[src/rtl/bubble_sort_ctrl_if.sv]
// Bus bundle between the bubble sort controller, its host FSM and a 2R/1W RAM
// with asynchronous read.
interface bubble_sort_ctrl_if #(
    parameter int ADDR_WIDTH = 3,
    parameter int DATA_WIDTH = 8
);
    // host side
    logic                        start;
    logic [ADDR_WIDTH:0]         len;
    logic                        descending;
    logic                        busy;
    logic                        finish;
    logic [2*ADDR_WIDTH-1:0]     swap_cnt;
    // RAM side
    logic [ADDR_WIDTH-1:0]       read_addr_1;
    logic [ADDR_WIDTH-1:0]       read_addr_2;
    logic [DATA_WIDTH-1:0]       read_data_1;
    logic [DATA_WIDTH-1:0]       read_data_2;
    logic [ADDR_WIDTH-1:0]       write_addr;
    logic [DATA_WIDTH-1:0]       write_data;
    logic                        we;

    // controller view
    modport slave (
        input  start, len, descending, read_data_1, read_data_2,
        output busy, finish, swap_cnt, read_addr_1, read_addr_2,
               write_addr, write_data, we
    );

    // host + RAM view
    modport master (
        output start, len, descending, read_data_1, read_data_2,
        input  busy, finish, swap_cnt, read_addr_1, read_addr_2,
               write_addr, write_data, we
    );
endinterface

[src/rtl/bubble_sort_ctrl.sv]
// In-place bubble sort controller for an external RAM with two asynchronous
// read ports and one write port. Supports run-time length, ascending or
// descending order, optional signed compare, early exit on a clean pass and
// a swap counter. All outputs are registered.
module bubble_sort_ctrl #(
    parameter int ADDR_WIDTH = 3,
    parameter int DATA_WIDTH = 8,
    parameter int SIGNED     = 0
) (
    input  logic               clk,
    input  logic               reset,
    bubble_sort_ctrl_if.slave  bus
);

    typedef enum logic [2:0] {
        S_IDLE    = 3'd0,
        S_COMPARE = 3'd1,
        S_SWAP1   = 3'd2,
        S_SWAP2   = 3'd3,
        S_ADVANCE = 3'd4,
        S_DONE    = 3'd5
    } state_t;

    localparam logic [ADDR_WIDTH:0]       MAX_LEN = {1'b1, {ADDR_WIDTH{1'b0}}};
    localparam logic [ADDR_WIDTH:0]       TWO_L   = (ADDR_WIDTH+1)'(32'd2);
    localparam logic [ADDR_WIDTH:0]       ONE_L   = (ADDR_WIDTH+1)'(32'd1);
    localparam logic [ADDR_WIDTH-1:0]     ZERO_A  = '0;
    localparam logic [ADDR_WIDTH-1:0]     ONE_A   = ADDR_WIDTH'(32'd1);
    localparam logic [ADDR_WIDTH-1:0]     TWO_A   = ADDR_WIDTH'(32'd2);
    localparam logic [2*ADDR_WIDTH-1:0]   ONE_C   = (2*ADDR_WIDTH)'(32'd1);

    // Strict greater-than in the configured number representation.
    function automatic logic gt(input logic [DATA_WIDTH-1:0] a,
                                input logic [DATA_WIDTH-1:0] b);
        if (SIGNED != 0) begin
            return $signed(a) > $signed(b);
        end else begin
            return a > b;
        end
    endfunction

    state_t                   state_q, state_d;
    logic [ADDR_WIDTH-1:0]    idx_q, idx_d;
    logic [ADDR_WIDTH-1:0]    last_q, last_d;
    logic                     swapped_q, swapped_d;
    logic                     desc_q, desc_d;
    logic [DATA_WIDTH-1:0]    d1_q, d1_d;
    logic [ADDR_WIDTH-1:0]    ra1_q, ra1_d;
    logic [ADDR_WIDTH-1:0]    ra2_q, ra2_d;
    logic [ADDR_WIDTH-1:0]    wa_q, wa_d;
    logic [DATA_WIDTH-1:0]    wd_q, wd_d;
    logic                     we_q, we_d;
    logic                     busy_q, busy_d;
    logic                     finish_q, finish_d;
    logic [2*ADDR_WIDTH-1:0]  swap_cnt_q, swap_cnt_d;

    logic [ADDR_WIDTH:0]      len_sat_s;
    logic                     ooo_s;

    // Clamp the requested length to the RAM depth.
    always_comb begin
        len_sat_s = bus.len;
        if (bus.len > MAX_LEN) begin
            len_sat_s = MAX_LEN;
        end else begin
            len_sat_s = bus.len;
        end
    end

    // Out-of-order test on the live pair; equal elements never swap.
    always_comb begin
        ooo_s = desc_q ? gt(bus.read_data_2, bus.read_data_1)
                       : gt(bus.read_data_1, bus.read_data_2);
    end

    // Next-state and next-output logic of the sort FSM.
    always_comb begin
        state_d    = state_q;
        idx_d      = idx_q;
        last_d     = last_q;
        swapped_d  = swapped_q;
        desc_d     = desc_q;
        d1_d       = d1_q;
        ra1_d      = ra1_q;
        ra2_d      = ra2_q;
        wa_d       = wa_q;
        wd_d       = wd_q;
        we_d       = 1'b0;
        swap_cnt_d = swap_cnt_q;

        case (state_q)
            S_IDLE: begin
                if (bus.start) begin
                    desc_d     = bus.descending;
                    swap_cnt_d = '0;
                    if (len_sat_s < TWO_L) begin
                        state_d = S_DONE;
                    end else begin
                        idx_d     = ZERO_A;
                        last_d    = ADDR_WIDTH'(len_sat_s - ONE_L);
                        swapped_d = 1'b0;
                        ra1_d     = ZERO_A;
                        ra2_d     = ONE_A;
                        state_d   = S_COMPARE;
                    end
                end else begin
                    state_d = S_IDLE;
                end
            end
            S_COMPARE: begin
                d1_d = bus.read_data_1;
                if (ooo_s) begin
                    we_d    = 1'b1;
                    wa_d    = idx_q;
                    wd_d    = bus.read_data_2;
                    state_d = S_SWAP1;
                end else begin
                    state_d = S_ADVANCE;
                end
            end
            S_SWAP1: begin
                we_d       = 1'b1;
                wa_d       = idx_q + ONE_A;
                wd_d       = d1_q;
                swapped_d  = 1'b1;
                swap_cnt_d = swap_cnt_q + ONE_C;
                state_d    = S_SWAP2;
            end
            S_SWAP2: begin
                state_d = S_ADVANCE;
            end
            S_ADVANCE: begin
                if ((idx_q + ONE_A) < last_q) begin
                    idx_d   = idx_q + ONE_A;
                    ra1_d   = idx_q + ONE_A;
                    ra2_d   = idx_q + TWO_A;
                    state_d = S_COMPARE;
                end else if (!swapped_q || (last_q == ONE_A)) begin
                    state_d = S_DONE;
                end else begin
                    last_d    = last_q - ONE_A;
                    idx_d     = ZERO_A;
                    swapped_d = 1'b0;
                    ra1_d     = ZERO_A;
                    ra2_d     = ONE_A;
                    state_d   = S_COMPARE;
                end
            end
            S_DONE: begin
                state_d = S_IDLE;
            end
            default: begin
                state_d = S_IDLE;
            end
        endcase

        busy_d   = (state_d != S_IDLE);
        finish_d = (state_d == S_DONE);
    end

    // State and output registers with synchronous reset.
    always_ff @(posedge clk) begin
        if (reset) begin
            state_q    <= S_IDLE;
            idx_q      <= '0;
            last_q     <= '0;
            swapped_q  <= 1'b0;
            desc_q     <= 1'b0;
            d1_q       <= '0;
            ra1_q      <= '0;
            ra2_q      <= '0;
            wa_q       <= '0;
            wd_q       <= '0;
            we_q       <= 1'b0;
            busy_q     <= 1'b0;
            finish_q   <= 1'b0;
            swap_cnt_q <= '0;
        end else begin
            state_q    <= state_d;
            idx_q      <= idx_d;
            last_q     <= last_d;
            swapped_q  <= swapped_d;
            desc_q     <= desc_d;
            d1_q       <= d1_d;
            ra1_q      <= ra1_d;
            ra2_q      <= ra2_d;
            wa_q       <= wa_d;
            wd_q       <= wd_d;
            we_q       <= we_d;
            busy_q     <= busy_d;
            finish_q   <= finish_d;
            swap_cnt_q <= swap_cnt_d;
        end
    end

    assign bus.read_addr_1 = ra1_q;
    assign bus.read_addr_2 = ra2_q;
    assign bus.write_addr  = wa_q;
    assign bus.write_data  = wd_q;
    assign bus.we          = we_q;
    assign bus.busy        = busy_q;
    assign bus.finish      = finish_q;
    assign bus.swap_cnt    = swap_cnt_q;

endmodule
[src/flat_wrapper.sv]
// flat-port wrapper written by rule: the top's interface ports become plain ports
module bubble_sort_ctrl_flat 
#(
    parameter int ADDR_WIDTH = 3,
    parameter int DATA_WIDTH = 8,
    parameter int SIGNED     = 0
)
  (clk, reset, bus_start, bus_len, bus_descending, bus_read_data_1, bus_read_data_2, bus_busy, bus_finish, bus_swap_cnt, bus_read_addr_1, bus_read_addr_2, bus_write_addr, bus_write_data, bus_we);
  bubble_sort_ctrl_if #(.ADDR_WIDTH(ADDR_WIDTH), .DATA_WIDTH(DATA_WIDTH)) bus_i ();
  input  logic clk;
  input  logic reset;
  input wire logic [$bits(bus_i.start)-1:0] bus_start;
  input wire logic [$bits(bus_i.len)-1:0] bus_len;
  input wire logic [$bits(bus_i.descending)-1:0] bus_descending;
  input wire logic [$bits(bus_i.read_data_1)-1:0] bus_read_data_1;
  input wire logic [$bits(bus_i.read_data_2)-1:0] bus_read_data_2;
  output wire logic [$bits(bus_i.busy)-1:0] bus_busy;
  output wire logic [$bits(bus_i.finish)-1:0] bus_finish;
  output wire logic [$bits(bus_i.swap_cnt)-1:0] bus_swap_cnt;
  output wire logic [$bits(bus_i.read_addr_1)-1:0] bus_read_addr_1;
  output wire logic [$bits(bus_i.read_addr_2)-1:0] bus_read_addr_2;
  output wire logic [$bits(bus_i.write_addr)-1:0] bus_write_addr;
  output wire logic [$bits(bus_i.write_data)-1:0] bus_write_data;
  output wire logic [$bits(bus_i.we)-1:0] bus_we;
  assign bus_i.start = bus_start;
  assign bus_i.len = bus_len;
  assign bus_i.descending = bus_descending;
  assign bus_i.read_data_1 = bus_read_data_1;
  assign bus_i.read_data_2 = bus_read_data_2;
  assign bus_busy = bus_i.busy;
  assign bus_finish = bus_i.finish;
  assign bus_swap_cnt = bus_i.swap_cnt;
  assign bus_read_addr_1 = bus_i.read_addr_1;
  assign bus_read_addr_2 = bus_i.read_addr_2;
  assign bus_write_addr = bus_i.write_addr;
  assign bus_write_data = bus_i.write_data;
  assign bus_we = bus_i.we;
  bubble_sort_ctrl #(.ADDR_WIDTH(ADDR_WIDTH), .DATA_WIDTH(DATA_WIDTH), .SIGNED(SIGNED)) u_core (.clk(clk), .reset(reset), .bus(bus_i));
endmodule
[config.mk]
export PLATFORM = sky130hd
export DESIGN_NAME = bubble_sort_ctrl_flat
export DESIGN_NICKNAME = d
export VERILOG_FILES = /design/src/rtl/bubble_sort_ctrl_if.sv /design/src/rtl/bubble_sort_ctrl.sv /design/src/flat_wrapper.sv
export SDC_FILE = /design/constraint.sdc
export NUM_CORES = 1
export LEC_CHECK = 0
export ABC_CLOCK_PERIOD_IN_PS = 2950
export CELL_PAD_IN_SITES_DETAIL_PLACEMENT = 0
export CELL_PAD_IN_SITES_GLOBAL_PLACEMENT = 1
export CORE_ASPECT_RATIO = 0.6
export CORE_MARGIN = 2
export CORE_UTILIZATION = 37
export DETAILED_ROUTE_END_ITERATION = 12
export HOLD_SLACK_MARGIN = 0.06
export PLACE_DENSITY = 0.81
export SLEW_MARGIN = 20
export SYNTH_ARGS = -nofsm -noshare
export SYNTH_HDL_FRONTEND = slang
export SYNTH_SLANG_ARGS = --single-unit
[constraint.sdc]
create_clock -name clk -period 2.95 [get_ports clk]
set_clock_uncertainty 0.1 [all_clocks]
set_input_delay 0.4425 -clock clk [delete_from_list [all_inputs] [get_ports clk]]
set_output_delay 0.4425 -clock clk [all_outputs]
set_load 0.005 [all_outputs]
==> impl_metrics.py <==
metrics = {
    "outcome": {
        "outcome": "completed",
    },
    "clocking": {
        "postCtsSetupRepairBufs": 0,
        "cts_max_path_buffers": 2,
        "root_buffer": "clkbuf_8",
        "h-tree-depth": 2,
        "clock_latency_ps": 300,
        "cts.sinks": 42,
        "hold_buffers": 0,
        "numCtsBuffers": 5,
        "cts-resized-gates": 0,
        "tritoncts": "built",
        "path_clk_slew_ps": 80,
    },
    "timing": {
        "hold_viol": 0,
        "fin_crit_sh": 0.926,
        "fmax_mhz": 366,
        "tns_ps": 0,
        "slew_violations": 0,
        "tightest_slew_ps": 642,
        "whs_ps": 353,
        "slew_headroom": 0.572,
        "rsz0062_at_grt": "no",
        "min_period_ps": 2730,
        "setup_violations": 0,
    },
    "synthesis": {
        "synth_adder_area_share": 0.0830,
        "yosysMostFrequentCell": "dfxtp_1",
        "syn_area_um2": 2260,
        "synth_seq_cells": 42,
        "netlist_top_cells_area": "dfxtp_1 37%, ha_1 8.3%, a21oi_1 6.4%",
        "yosysTopAreaCellShare": 0.372,
        "ys_seq_area_frac": 0.372,
        "netlist-cell-type-count": 46,
        "synth_top_family_by_area": "compound AO/OA/AOI/OAI gates",
        "synthArstFlopShare": 0,
        "synth_top_cell_by_area": "dfxtp_1",
        "yosys_most_used_dff": "dfxtp_1",
        "synthSimpleGateAreaFrac": 0.202,
        "synth_compound_area_frac": 0.238,
        "synth_mux_area_frac": 0.0133,
        "syn_nets": 312,
        "synth-edff-count": 0,
        "yosys_warnings": 0,
        "synthesis.instances": 273,
        "ys_top_cells_by_count": "42 x dfxtp_1, 29 x a21oi_1, 28 x inv_1",
        "synth_xor_area_frac": 0.0155,
        "avgSynthCellArea_um2": 8.29,
    },
    "global_routing": {
        "overflow": 0,
        "grt.met3_usage": 0.0463,
        "grt_pass1_vias": 1907,
        "grt_max_degree": 20,
        "grt_use_met1": 0.255,
        "grt_use_total": 0.176,
        "grt.met2_usage": 0.255,
        "top_usage_layer": "met1",
        "grt_pass1_wl_um": 9400,
        "antenna_found_initial": 0,
    },
    "layout": {
        "drive_gt1_frac": 0.0805,
        "syn_to_final_growth_pct": 29.1,
        "n_fill_cell": 618,
        "diodes": 0,
        "final_nets": 361,
        "utilization": 0.487,
    },
    "routing": {
        "wl_um": 5670,
        "drcViolationCount": 0,
        "wire_per_inst_um": 13.9,
        "drtPass1Iterations": 5,
        "ant_nets": 0,
        "viasPerCell": 5.01,
        "vias": 2040,
        "drtIter0Drc": 95,
    },
    "power": {
        "power.density_nw_per_um2": 484,
        "power_leakage_nw": 1.11,
        "vdd_ir_drop_max_uv": 225,
    },
    "worst_setup_path": {
        "path_class": "input port to register",
        "path_cells": "clkdlybuf4s50_1 -> inv_1 -> ha_1 -> nand4_2 -> or3b_1 -> a21o_1 -> a21o_1 -> a221oi_1 -> a211oi_1",
        "crit_arrival_ps": 2790,
        "end_kind": "register",
        "critPathMaxStageDelay_ps": 470,
        "critPathTopFamily": "compound AO/OA/AOI/OAI gates",
        "slowest_stage": "clkdlybuf4s50_1",
        "crit_path_max_fanout": 11,
        "cp_data_required_time_ps": 3010,
        "worst_setup_path_start_kind": "input port",
        "cp.buffers_inverters": 2,
        "cpMostUsedCell": "a21o_1",
    },
    "die": {
        "core_um2": 6000,
        "dieArea_um2": 6780,
        "boundaryPins": 50,
        "start_util": 0.377,
        "row_count": 22,
        "die_h_um": 64.6,
        "die_x_um": 105,
    },
    "flow_run": {
        "max-cap-violations": 0,
    },
    "placed_design": {
        "port_buffers": 49,
        "gp_congestion": 0.793,
        "place_hpwl_um": 4270,
    },
    "min_path": {
        "hp-class": "register to register",
    },
}
-- worst reg2reg max path: stages, from the launching register on --
cell      delay, ps
dfxtp_1         510
ha_1            320
ha_1            290
a21boi_0        110
o21ai_0         160
nand2b_1        170
a311o_1         460
a221oi_1        300
-- flip-flops by register name, indices dropped and copies added (netlist names), 3 cells and up --
name,count
u_core.bus.swap_cnt,6
u_core.bus.read_addr_2,3
u_core.d1_q,8
u_core.state_q,3
u_core.bus.write_data,8
u_core.last_q,3
u_core.bus.write_addr,3
u_core.idx_q,3
-- worst paths after layout --
path / depth (start not counted) / end / from / slack [ps]
worst max-delay path: 9 / u_core.bus.write_data[6] / bus_read_data_1[7] / 220
worst max register to register: 7 / u_core.bus.read_addr_2[0] / u_core.idx_q[0] / 430
worst min-delay path: 2 / u_core.d1_q[6] / u_core.d1_q[6] / 350
worst min register to register: 2 / u_core.d1_q[6] / u_core.d1_q[6] / 350
-- layer usage --
layer  wire length [um]  share of wire
met1               2990           0.53
met2               2260           0.40
met3                371          0.065
met4                 41         0.0072
met5                  0              0
-- per-stage QoR --
step	std cells	setup WS, ps	cell area [um^2]	power [mW]
after floorplan	273	679	2260	0.882
after global placement	399	-56.6	2830	1.04
after detailed placement	399	-77.8	2830	1.04
after CTS	407	246	2920	1.42
after global routing	407	153	2920	1.51
final	407	217	2920	1.41
-- cell type report --
class / count / area (um^2) / share of cell area
Clock inverter: 3 / 21.3 / 0.00728
Tap cell: 84 / 105 / 0.0360
Sequential cell: 42 / 841 / 0.288
Timing Repair Buffer: 54 / 528 / 0.181
Multi-Input combinational cell: 190 / 1250 / 0.427
Inverter: 29 / 109 / 0.0373
Clock buffer: 5 / 68.8 / 0.0236
-- report_power, final --
part / switching (mW) / total [mW] / internal, mW
registers: 0.0408 / 0.660 / 0.619
clock network: 0.214 / 0.380 / 0.166
logic: 0.190 / 0.373 / 0.182
total: 0.445 / 1.41 / 0.968
-- layout by cell type (no fill, tap or decap), types with 2 or more instances in the layout --
master,n
a21o_1,3
a21boi_0,2
o21a_1,2
a21oi_1,29
clkbuf_8,5
inv_1,28
clkdlybuf4s50_1,49
nand2b_1,3
dfxtp_1,42
buf_4,5
xnor2_1,2
xor2_1,2
nand2_1,21
a211oi_1,9
nor3_1,5
nand3b_1,3
nor2_1,21
mux2i_1,3
o211ai_1,2
a21oi_2,2
a221oi_1,9
nand4_1,3
and2_1,11
nand3_1,3
or2_0,2
or3_1,3
or2_2,2
ha_1,15
a31oi_1,5
a22oi_1,3
o21ai_0,7
nor2b_1,5
-- cell families after synthesis --
kind of cell	count (synthesis)
flops	42
xor+xnor	4
fa+ha+maj	15
simple gates	88
mux	3
compound gates	80
buf+inv	41
Note: power is estimated with default switching activity, not from simulation.
